$ cat src/rtl/student_iis_pkg.sv
// rtl/student_iis_pkg.sv - shared types and helpers for the student_iis transmitter
package student_iis_pkg;

  typedef enum logic [1:0] {
    S_SYNC,
    S_GAP,
    S_DATA,
    S_PAD
  } iis_tx_state_e;

  // Width of the per-slot bit counter; never narrower than one bit
  function automatic int bit_cnt_width(input int word_width);
    return (word_width > 1) ? $clog2(word_width) : 1;
  endfunction

  // Shift count that places half an output LSB in input-word units
  function automatic int round_half_shift(input int in_width, input int word_width);
    return in_width - word_width - 1;
  endfunction

endpackage

$ cat src/rtl/student_iis_tx_conv.sv
// rtl/student_iis_tx_conv.sv - FIR word to slot word conversion (rounding option: STUDENT_IIS_TX_ROUND_EN)
module student_iis_tx_conv
  import student_iis_pkg::*;
#(
  parameter int IN_WIDTH   = 24,
  parameter int WORD_WIDTH = 16
) (
  input  logic signed [IN_WIDTH-1:0]   sample_in,
  output logic        [WORD_WIDTH-1:0] word_out
);

  localparam int SHIFT = IN_WIDTH - WORD_WIDTH;

  if (SHIFT == 0) begin : g_pass
    assign word_out = sample_in;
  end else begin : g_conv
`ifdef STUDENT_IIS_TX_ROUND_EN
    localparam int HALF_SHIFT = round_half_shift(IN_WIDTH, WORD_WIDTH);
    localparam logic [IN_WIDTH:0]     HALF     = {{IN_WIDTH{1'b0}}, 1'b1} << HALF_SHIFT;
    localparam logic [WORD_WIDTH-1:0] WORD_MAX = {1'b0, {(WORD_WIDTH-1){1'b1}}};
    localparam logic [WORD_WIDTH-1:0] WORD_MIN = {1'b1, {(WORD_WIDTH-1){1'b0}}};

    logic [IN_WIDTH:0] sum;
    logic [SHIFT-1:0]  unused_frac;

    // One guard bit above the sign lets the half-LSB add overflow visibly instead of wrapping
    assign sum         = {sample_in[IN_WIDTH-1], sample_in} + HALF;
    assign unused_frac = sum[SHIFT-1:0];

    // Saturate when guard and sign disagree, otherwise keep the rounded upper bits
    always_comb begin
      if (sum[IN_WIDTH] != sum[IN_WIDTH-1]) begin
        word_out = sum[IN_WIDTH] ? WORD_MIN : WORD_MAX;
      end else begin
        word_out = sum[IN_WIDTH-1:SHIFT];
      end
    end
`else
    logic [SHIFT-1:0] unused_frac;

    // Arithmetic right shift then truncate is simply the upper slice
    assign unused_frac = sample_in[SHIFT-1:0];
    assign word_out    = sample_in[IN_WIDTH-1:SHIFT];
`endif
  end

endmodule

$ cat src/rtl/student_iis_tx.sv
// rtl/student_iis_tx.sv - mono-in stereo-out I2S DAC transmitter (rounding option: STUDENT_IIS_TX_ROUND_EN)
module student_iis_tx
  import student_iis_pkg::*;
#(
  parameter int IN_WIDTH   = 24,
  parameter int WORD_WIDTH = 16,
  parameter int SLOT_BITS  = 32
) (
  input  logic                clk_i,
  input  logic                rst_i,
  input  logic                valid_strobe_in,
  input  logic [IN_WIDTH-1:0] sample_in,
  input  logic                BCLK_Fall,
  input  logic                LRCLK_Fall,
  input  logic                LRCLK_Rise,
  output logic                AC_DACDAT,
  output logic                overrun_o,
  output logic                underrun_o,
  output logic                busy_o
);

  if (WORD_WIDTH > IN_WIDTH) begin : g_bad_word_width
    $error("student_iis_tx: WORD_WIDTH must not exceed IN_WIDTH");
  end
  if (SLOT_BITS < WORD_WIDTH + 1) begin : g_bad_slot_bits
    $error("student_iis_tx: SLOT_BITS must leave room for the delay bit plus the word");
  end

  localparam int CNT_W = bit_cnt_width(WORD_WIDTH);
  localparam logic [CNT_W-1:0] CNT_MSB = CNT_W'(WORD_WIDTH - 1);
  localparam logic [CNT_W-1:0] CNT_ONE = CNT_W'(1);

  logic [WORD_WIDTH-1:0] conv_word;
  logic [WORD_WIDTH-1:0] pending;
  logic                  pending_vld;
  logic [WORD_WIDTH-1:0] frame;
  logic                  consume;
  iis_tx_state_e         state;
  logic [CNT_W-1:0]      bit_cnt;

  student_iis_tx_conv #(
    .IN_WIDTH  (IN_WIDTH),
    .WORD_WIDTH(WORD_WIDTH)
  ) u_conv (
    .sample_in(sample_in),
    .word_out (conv_word)
  );

  // A left-slot start takes the pending word if one is waiting
  assign consume = LRCLK_Fall && pending_vld;

  // Sample capture, frame load and overrun/underrun flagging
  always_ff @(posedge clk_i) begin
    if (rst_i) begin
      pending     <= '0;
      pending_vld <= 1'b0;
      frame       <= '0;
      overrun_o   <= 1'b0;
      underrun_o  <= 1'b0;
    end else begin
      overrun_o  <= valid_strobe_in && pending_vld && !consume;
      underrun_o <= LRCLK_Fall && !pending_vld;
      if (valid_strobe_in) begin
        pending     <= conv_word;
        pending_vld <= 1'b1;
      end else if (consume) begin
        pending_vld <= 1'b0;
      end
      if (consume) begin
        frame <= pending;
      end
    end
  end

  // Slot sequencer: advances only on BCLK falling edges, outputs registered
  always_ff @(posedge clk_i) begin
    if (rst_i) begin
      state      <= S_SYNC;
      bit_cnt    <= '0;
      AC_DACDAT  <= 1'b0;
      busy_o     <= 1'b0;
    end else if (BCLK_Fall) begin
      if (LRCLK_Fall || (LRCLK_Rise && state != S_SYNC)) begin
        state     <= S_GAP;
        AC_DACDAT <= 1'b0;
        busy_o    <= 1'b0;
      end else begin
        unique case (state)
          S_SYNC: begin
            AC_DACDAT <= 1'b0;
            busy_o    <= 1'b0;
          end
          S_GAP: begin
            state     <= S_DATA;
            bit_cnt   <= CNT_MSB;
            AC_DACDAT <= frame[CNT_MSB];
            busy_o    <= 1'b1;
          end
          S_DATA: begin
            if (bit_cnt == '0) begin
              state     <= S_PAD;
              AC_DACDAT <= 1'b0;
              busy_o    <= 1'b0;
            end else begin
              bit_cnt   <= bit_cnt - CNT_ONE;
              AC_DACDAT <= frame[bit_cnt - CNT_ONE];
            end
          end
          S_PAD: begin
            AC_DACDAT <= 1'b0;
            busy_o    <= 1'b0;
          end
          default: begin
            state     <= S_SYNC;
            AC_DACDAT <= 1'b0;
            busy_o    <= 1'b0;
          end
        endcase
      end
    end
  end

endmodule

$ cat config.mk
export PLATFORM = sky130hd
export DESIGN_NAME = student_iis_tx
export DESIGN_NICKNAME = d
export VERILOG_FILES = /design/src/rtl/student_iis_pkg.sv /design/src/rtl/student_iis_tx_conv.sv /design/src/rtl/student_iis_tx.sv
export SDC_FILE = /design/constraint.sdc
export NUM_CORES = 1
export LEC_CHECK = 0
export CAP_MARGIN = 15
export CORE_UTILIZATION = 50
export CTS_BUF_LIST = sky130_fd_sc_hd__clkbuf_4 sky130_fd_sc_hd__clkbuf_8 sky130_fd_sc_hd__clkbuf_16
export DETAILED_ROUTE_END_ITERATION = 8
export PLACE_DENSITY_LB_ADDON = 0.1
export SYNTH_ARGS = -nofsm -noshare
export SYNTH_HDL_FRONTEND = slang
export SYNTH_SLANG_ARGS = --single-unit
$ cat constraint.sdc
create_clock -name clk_i -period 2.1 [get_ports clk_i]
set_input_delay 0.315 -clock clk_i [delete_from_list [all_inputs] [get_ports clk_i]]
set_output_delay 0.315 -clock clk_i [all_outputs]
set_load 0.1 [all_outputs]
==> results by group, run 1 <==
Timing
  • RSZ-0062 raised after global routing: false
  • Clock skew: a little over 0.006 ns
  • Pins Over Slew Limit: 0
  • Slew @ Worst Pin: about 0.58 ns
  • Fin crit share: around 90%
  • Final setup vio count: 0
  • WHS: about 0.46 ns
  • Min cycle time layout: around 1.8 ns
  • Fmax: approximately 540 MHz
  • Max-slew headroom: 61.1%
  • Setup tns final: 0 ns
  • Final Hold Viols: 0

Power
  • P per Cell Area: between 700 and 800 mW/mm^2
  • Leakage: 0.878 nW
  • Maximum VDD drop: ~0.00066 V
  • Total power: between 1.5 and 2 mW

Critical path
  • Slowest stage delay, CP: between 0.4 and 0.5 ns
  • CP max stage cell: mux4_2
  • Req. time, crit path: around 2.3 ns
  • CP bufs+invs: 1
  • Crit-path leading delay family: multiplexers
  • Startpoint Class: flip-flop
  • Crit Path Class: reg2reg
  • Worst EP arrival: 2.01 ns
  • CP Capture Type: flip-flop
  • Cell breakdown of the critical path: inv_1, ha_1, mux4_1, mux4_2, o2bb2ai_1
  • Largest fanout on the critical path: 5

Global route
  • Top Usage Layer GRT: met2
  • M2 GR Usage: 33.8%
  • First-pass GRT wire length: just over 6000 um
  • Grt met1 use: approximately 23%
  • Largest net degree at the start of global routing: 31
  • GRT Total Usage: between 10% and 20%
  • Met3 Resource Use GR: approximately 6.2%
  • Initial antenna violation count: 0
  • Congestion Overflow GR: 0
  • Vias in the first global route: roughly 1.4k

Yosys
  • Simple-Gate Fraction of Synth Area: about a fifth
  • Flops & latches, synth: 43
  • Synth Warn #: 0
  • EDFF count, synth: 0
  • Post-Syn Nets: around 230
  • Cells after synthesis: a little under 200
  • Synth Cell Area: 0.00184 mm^2
  • Largest family of logic cells by synthesized area: simple AND/OR/NAND/NOR gates
  • Sequential-to-total area share from yosys stat: approximately 47%
  • Asr flop ratio synth: 0%
  • Post-synthesis compound-gate area fraction: ~10%
  • Mean area per synthesized cell: roughly 9.3 um^2
  • Mux contribution to synthesized area: 15.6%
  • Number of distinct library cells after synthesis: 30
  • Post-Synth Adder-Cell Area: approximately 3.4%
  • Post-Synth XOR/XNOR Area: less than 1%
  • Most frequently used flop master after synthesis: dfxtp_1

Detailed routing
  • Remaining DRCs: 0
  • Vias per Instance: ~5.2
  • Post-Route WL: 3440 um
  • Vias: around 1.4k
  • Iteration-0 DRC Markers: 71
  • Post-route ant nets: 0
  • Drt wl/cell: between 10 and 15 um
  • Drt pass-1 iters: 4

Placed design
  • Post-DP HPWL: about 2400 um
  • DP Area: about 0.0021 mm^2
  • Port bufs: 25
  • Final GP Congestion: just under 0.9

Clocking
  • Cts repair resizes: 0
  • Clock Latency Late Sink: 0.29 ns
  • Hold Buf Count CTS: 0
  • Clk buf depth: 2
  • Clock Pin Slew Worst Setup and Hold Paths: roughly 0.08 ns
  • Clock sinks: between 40 and 50
  • Clock buffer count from CTS: 5
  • H-tree level count: 2
  • # Post-CTS Setup Buffers: 0
  • CTS tree: yes
  • Root buf cell: clkbuf_8

Cells and area
  • # diodes: 0
  • Fill count: between 200 and 300
  • Area delta synth->final: 22.1%
  • Layout net count: roughly 260
  • Register area: between 800 and 900 um^2
  • Layout cells sized above 1: 8.85%
  • Multi-input gate area in the final layout: approximately 900 um^2
  • Finished Cell Area: 0.00225 mm^2

Outcome
  • Status: completed

Die
  • Initial Util: 53.5%
  • Top-level port count: 34
  • Die area: between 0.003 and 0.004 mm^2
  • Die Ht: between 60 and 70 um
  • Die W: 62.7 um
  • Placeable Area: around 0.0034 mm^2
  • Site row count: 21

Hold path
  • Worst Hold Class: reg2reg

Flow run
  • Max Cap Violations: 0
## per-layer routing
metal | up-vias | routed length [um] | share of wire (%)
li1 | 736 | - | -
met1 | 659 | 1620 | 47
met2 | 29 | 1680 | 49
met3 | 2 | 128 | 3.7
met4 | 0 | 23 | 0.67
met5 | - | 0 | 0
## final timing paths
check | depth (start not counted) | slack [ns] | endpoint | from
worst max register to register | 5 | 0.26 | AC_DACDAT | bit_cnt[0]
worst max-delay path | 5 | 0.26 | AC_DACDAT | bit_cnt[0]
worst min-delay path | 2 | 0.46 | frame[2] | frame[2]
worst min register to register | 2 | 0.46 | frame[2] | frame[2]
## final cells by class
class	count	share of cell area, %
flip-flops and latches	43	38.3
clock inverters	1	1.34
clock buffers	6	3.39
inverters	8	1.34
multi-input cells	136	40.1
repair buffers	32	13.0
well taps	46	2.56
## synth_stat cells, types with 2 or more instances
cell type	number	area, um^2
clkbuf_1	9	33.8
nor4bb_1	2	20.0
nand2_1	34	128
dfxtp_1	43	861
a31oi_1	2	12.5
a211oi_1	3	22.5
nand2b_1	4	25.0
inv_1	8	30.0
nor2_1	23	86.3
mux2i_1	16	160
and2_1	2	12.5
nor3_1	5	25.0
ha_1	5	62.6
xor2_1	2	17.5
a21oi_1	19	95.1
mux4_1	4	105
nor2b_1	3	18.8
o21ai_0	2	10.0
## sequential cells by signal (all words and copies together) (netlist names)
name / cells
overrun_o: 1
pending: 16
underrun_o: 1
state: 2
pending_vld: 1
AC_DACDAT: 1
frame: 16
bit_cnt: 4
busy_o: 1
## cells by family (layout without fill, tap and decap cells)
group,count (synthesis),after routing
fa+ha+maj,5,5
mux,21,21
flops,43,43
compound gates,32,32
simple gates,76,76
buf+inv,19,47
xor+xnor,2,2
## per-stage QoR
stage / utilization (%) / instances / worst slack (ns)
4_1_cts: 65.3 / 272 / 0.244
5_1_grt: 65.3 / 272 / 0.173
3_3_place_gp: 62.2 / 265 / 0.275
6_report: 65.3 / 272 / 0.261
2_1_floorplan: - / 198 / 0.328
3_5_place_dp: 62.2 / 265 / 0.250
## worst reg2reg max path, cell delays in order (launching register included)
cell and delay [ns]:
dfxtp_1 0.38, inv_1 0.06, ha_1 0.37, mux4_1 0.31, mux4_2 0.47, o2bb2ai_1 0.13
## placed cells by master, fill, tap and decap left out, types with 2 or more instances in the layout
cell type / instances
xor2_1: 2
a21oi_1: 19
nand2b_1: 4
nand2_1: 34
clkdlybuf4s50_1: 21
nor2_1: 23
inv_1: 8
a31oi_1: 2
nor2b_1: 3
o21ai_0: 2
nor4bb_1: 2
and2_1: 2
mux2i_1: 16
mux4_1: 4
nor3_1: 5
buf_4: 11
ha_1: 5
clkbuf_8: 5
a211oi_1: 3
dfxtp_1: 43
## where the power goes
group,total (mW),switching [mW],internal (mW)
combinational,0.214,0.108,0.106
clock,0.622,0.261,0.361
sequential,0.870,0.0213,0.849
total,1.71,0.390,1.32
Note: power is estimated with default switching activity, not from simulation.
==> inputs of run 2 (changes only) <==
--- a/config.mk
+++ b/config.mk
@@ -8,2 +8,3 @@
 export CAP_MARGIN = 15
+export CORE_ASPECT_RATIO = 1.5
 export CORE_UTILIZATION = 50
--- a/constraint.sdc
+++ b/constraint.sdc
@@ -3,2 +3,2 @@
 set_output_delay 0.315 -clock clk_i [all_outputs]
-set_load 0.1 [all_outputs]
+set_load 0.05 [all_outputs]
==> results by group, run 2 (synthesis gave the netlist of run 1 again) <==
Critical path
  • Cell breakdown of the critical path: inv_1, ha_1, nor4bb_1, nor4b_2, buf_4, nor2_1, nor3_1
  • Slowest stage delay, CP: roughly 0.67 ns
  • Worst EP arrival: approximately 2 ns
  • Startpoint Class: flip-flop
  • CP Capture Type: flip-flop
  • Reg2Reg Depth: 7
  • CP max stage cell: nor4bb_1
  • FF-to-FF Start: state[0]
  • Flop2flop setup slack: about 0.22 ns
  • Req. time, crit path: about 2.3 ns
  • Largest fanout on the critical path: 4
  • Reg2reg end: bit_cnt[3]
  • Crit Path Class: reg2reg

Timing
  • RSZ-0062 raised after global routing: false
  • Fin crit share: 89.5%
  • Min cycle time layout: 1.88 ns
  • Slew @ Worst Pin: ~0.73 ns
  • Final Hold Viols: 0
  • Pins Over Slew Limit: 0
  • Final setup vio count: 0
  • Max-slew headroom: between 50% and 60%
  • Clock skew: 0.00524 ns
  • Fmax: around 530 MHz
  • Setup tns final: 0 ns

Global route
  • Congestion Overflow GR: 0
  • Vias in the first global route: between 1k and 1.5k
  • GRT Total Usage: about a fifth
  • Initial antenna violation count: 0
  • Largest net degree at the start of global routing: 19
  • First-pass GRT wire length: 5920 um

Clocking
  • Cts repair resizes: 0
  • Root buf cell: clkbuf_8
  • Clock buffer count from CTS: 5
  • Clock Pin Slew Worst Setup and Hold Paths: about 0.070 ns
  • CTS tree: yes
  • Clock sinks: 43
  • Clock Latency Late Sink: slightly below 0.3 ns
  • Hold Buf Count CTS: 0
  • H-tree level count: 2
  • # Post-CTS Setup Buffers: 0
  • Clk buf depth: 2

Detailed routing
  • Vias: roughly 1.5k
  • Post-Route WL: 3550 um
  • Drt pass-1 iters: 4
  • Iteration-0 DRC Markers: 46
  • Vias per Instance: 5.47
  • Post-route ant nets: 0
  • Remaining DRCs: 0
  • Drt wl/cell: 13.3 um

Die
  • Site row count: 26
  • Die Ht: about 76 um
  • Die area: 0.00394 mm^2
  • Placeable Area: 0.00345 mm^2
  • Initial Util: between 50% and 60%
  • Top-level port count: 34
  • Die W: ~52 um

Power
  • Total power: approximately 1.6 mW
  • Maximum VDD drop: 0.000454 V
  • P per Cell Area: between 700 and 800 mW/mm^2
  • Leakage: 0.859 nW

Flow run
  • Max Cap Violations: 0

Cells and area
  • Commonest non-fill, non-tap cell in the layout: dfxtp_1
  • Area delta synth->final: 21.0%
  • Non-filler cells, final: 268
  • Finished Cell Area: roughly 0.0022 mm^2
  • Most frequent cells in the layout: 43 x dfxtp_1, 34 x nand2_1, 25 x clkdlybuf4s50_1, 23 x nor2_1, 19 x a21oi_1
  • Register area: around 860 um^2
  • Biggest regs: frame: 16 flops, pending: 16 flops, bit_cnt: 4 flops
  • Layout net count: 260
  • Fill count: slightly above 300
  • # diodes: 0
  • Layout cells sized above 1: between 7 and 8%
  • Multi-input gate area in the final layout: about 900 um^2

Hold path
  • Worst hold endpoint: frame[10]
  • Worst hold stages: 2
  • HP Start: frame[10]
  • Worst Hold Class: reg2reg

Outcome
  • Status: completed

Placed design
  • Final GP Congestion: approximately 0.8
  • Post-DP HPWL: around 2700 um
  • DP Area: approximately 0.0021 mm^2
  • Port bufs: 25
  • Placed cell count: 260
## run 2: cell types whose count changed in the layout (fill, tap and decap cells not counted), sizes merged
cell	previous run	this run
clkbuf	6	7
clkdlybuf4s50	21	25
bufinv	1	0
buf	11	6
clkinv	0	1
## run 2: routing by layer
layer,share of wire [%],GRT usage (%)
met3,4.5,5.99
met2,54,35.7
met5,0,0
met1,40,21.4
met4,1.3,8.38
## run 2: critical path: cells and delay by family, from the launching register on
kind          cells  cell delay [ns]
flops             1             0.34
fa+ha+maj         1             0.21
simple gates      4             0.94
buf+inv           2             0.27
## run 2: through the flow
step	util (%)	setup WS (ns)	hold WS, ns
2_1_floorplan	-	0.328	0.391
3_3_place_gp	62.0	0.242	0.440
3_5_place_dp	62.0	0.179	0.446
4_1_cts	64.6	0.230	0.456
5_1_grt	64.6	0.103	0.473
6_report	64.6	0.220	0.453
## run 2: worst max-delay path by stage
stage	start	slack, ns	cells after the start	to
after floorplan	bit_cnt[0]	0.33	6	AC_DACDAT
after global placement	LRCLK_Fall	0.24	5	bit_cnt[2]
after detailed placement	LRCLK_Fall	0.18	5	bit_cnt[2]
after CTS	state[0]	0.23	7	bit_cnt[0]
after global routing	state[0]	0.10	7	bit_cnt[3]
final	state[0]	0.22	7	bit_cnt[3]
## run 2: area by class of cell
cell class	count	share of cell area [%]
Multi-Input combinational cell	136	40.4
Sequential cell	43	38.6
Clock buffer	7	3.76
Tap cell	42	2.36
Clock inverter	1	0.225
Inverter	8	1.35
Timing Repair Buffer	31	13.3
## run 2: power breakdown
part	switching (mW)	total (mW)	internal, mW	leakage (nW)
sequential	0.0215	0.871	0.849	0.351
combinational	0.102	0.207	0.106	0.459
clock	0.255	0.514	0.259	0.0491
total	0.378	1.59	1.21	0.859
==> inputs of run 3 (changes only) <==
Settings changed: CORE_MARGIN set to 3.
==> results by group, run 3 (synthesis gave the netlist of run 1 again) <==
Power
  • Leakage: between 0.8 and 0.9 nW
  • Maximum VDD drop: about 0.00055 V
  • Net switching power: between 300 and 400 uW
  • Clock power frac: between 30% and 40%
  • Sequential power share: a little over half
  • Internal power: between 1 and 1.5 mW
  • Comb pwr share: between 10% and 20%
  • P per Cell Area: 710 mW/mm^2
  • Sw Ratio: between 20% and 30%

Die
  • Die area: 0.00446 mm^2
  • Site row count: 26
  • Die Ht: 80.3 um
  • Initial Util: a little over half
  • Placeable Area: between 0.003 and 0.004 mm^2
  • Die W: between 50 and 60 um
  • Top-level port count: 34

Global route
  • Largest net degree at the start of global routing: 25
  • GRT Total Usage: 17.2%
  • Initial antenna violation count: 0
  • Congestion Overflow GR: 0
  • Vias in the first global route: roughly 1.5k
  • First-pass GRT wire length: 6090 um

Detailed routing
  • Drt pass-1 iters: 5
  • Iteration-0 DRC Markers: 55
  • Vias: between 1k and 1.5k
  • Vias per Instance: 5.45
  • Post-Route WL: around 3500 um
  • Remaining DRCs: 0
  • Drt wl/cell: roughly 13 um
  • Post-route ant nets: 0

Hold path
  • Worst Hold Class: reg2reg

Timing
  • Fin crit share: 90.3%
  • WHS: 0.456 ns
  • Setup tns final: 0 ns
  • Final setup vio count: 0
  • Max-slew headroom: 51.4%
  • Fmax: 527 MHz
  • Pins Over Slew Limit: 0
  • RSZ-0062 raised after global routing: false
  • Slew @ Worst Pin: about 0.7 ns
  • Clock skew: 0.00210 ns
  • Min cycle time layout: about 1.9 ns
  • Final Hold Viols: 0

Cells and area
  • Biggest regs: frame: 16 flops, pending: 16 flops, bit_cnt: 4 flops
  • # diodes: 0
  • Most frequent cells in the layout: 43 x dfxtp_1, 34 x nand2_1, 25 x clkdlybuf4s50_1, 23 x nor2_1, 19 x a21oi_1
  • Area delta synth->final: 21.3%
  • Commonest non-fill, non-tap cell in the layout: dfxtp_1
  • Layout net count: roughly 260
  • Finished Core Util: between 60% and 70%
  • Layout cells sized above 1: 7.08%

Clocking
  • H-tree level count: 2
  • Clock Pin Slew Worst Setup and Hold Paths: approximately 0.07 ns
  • CTS tree: yes
  • Cts repair resizes: 0
  • Clock buffer count from CTS: 5
  • Root buf cell: clkbuf_8
  • Clock sinks: 43
  • Clk buf depth: 2
  • # Post-CTS Setup Buffers: 0
  • Hold Buf Count CTS: 0
  • Clock Latency Late Sink: 0.28 ns

Critical path
  • Crit Path Class: reg2reg
  • Req. time, crit path: 2.26 ns
  • Startpoint Class: flip-flop
  • Worst EP arrival: around 2.1 ns
  • Largest fanout on the critical path: 5
  • CP Capture Type: flip-flop

Placed design
  • Port bufs: 25
  • Post-DP HPWL: roughly 2700 um
  • Final GP Congestion: 0.904

Outcome
  • Status: completed

Flow run
  • Max Cap Violations: 0
## run 3: cell count changes in the layout (fill, tap and decap cells not counted)
cell / delta
clkbuf_4: -2
clkbuf_8: +1
buf_4: +1
## run 3: path summary, 6_finish.rpt
| kind | end | from | cells past startpoint | slack, ns |
|---|---|---|---|---|
| worst min register to register | frame[13] | frame[13] | 2 | 0.46 |
| worst min-delay path | frame[13] | frame[13] | 2 | 0.46 |
| worst max-delay path | AC_DACDAT | bit_cnt[0] | 5 | 0.20 |
| worst max register to register | AC_DACDAT | bit_cnt[0] | 5 | 0.20 |
## run 3: final cells by class
type / count / area (um^2)
fill: 296 / 1250
multi-input combinational: 136 / 901
sequential: 43 / 861
timing repair buffer: 32 / 303
clock buffer: 6 / 82.6
tap: 42 / 52.6
inverter: 8 / 30.0
clock inverter: 1 / 5.00
## run 3: worst max-delay path, stage by stage, from the launching register on
cell and delay (ns):
dfxtp_1 0.38, inv_1 0.06, ha_1 0.39, mux4_1 0.32, mux4_2 0.49, o2bb2ai_1 0.13
## run 3: routing by layer
metal,vias up,GRT usage [%],wire length (um)
met2,26,33.5,1910
met4,0,9.25,72
li1,734,-,-
met1,691,16.8,1430
met3,9,3.22,133
met5,-,0,0
## run 3: per-stage QoR
step / power [mW] / cells / cell area [um^2] / worst slack (ns)
finish: 1.59 / 268 / 2230 / 0.204
global route: 1.66 / 268 / 2230 / 0.112
CTS: 1.60 / 268 / 2230 / 0.174
detailed placement: 1.10 / 261 / 2150 / 0.183
global placement: 1.09 / 261 / 2150 / 0.253
floorplan: 1.02 / 198 / 1840 / 0.328
## run 3: power by group through the flow
stage | Clock, mW | Sequential (mW) | Combinational [mW]
final | 0.509 | 0.871 | 0.207
after floorplan | 0 | 0.890 | 0.127
after detailed placement | 0 | 0.890 | 0.208
after global routing | 0.557 | 0.875 | 0.231
after global placement | 0 | 0.888 | 0.201
after CTS | 0.525 | 0.871 | 0.209
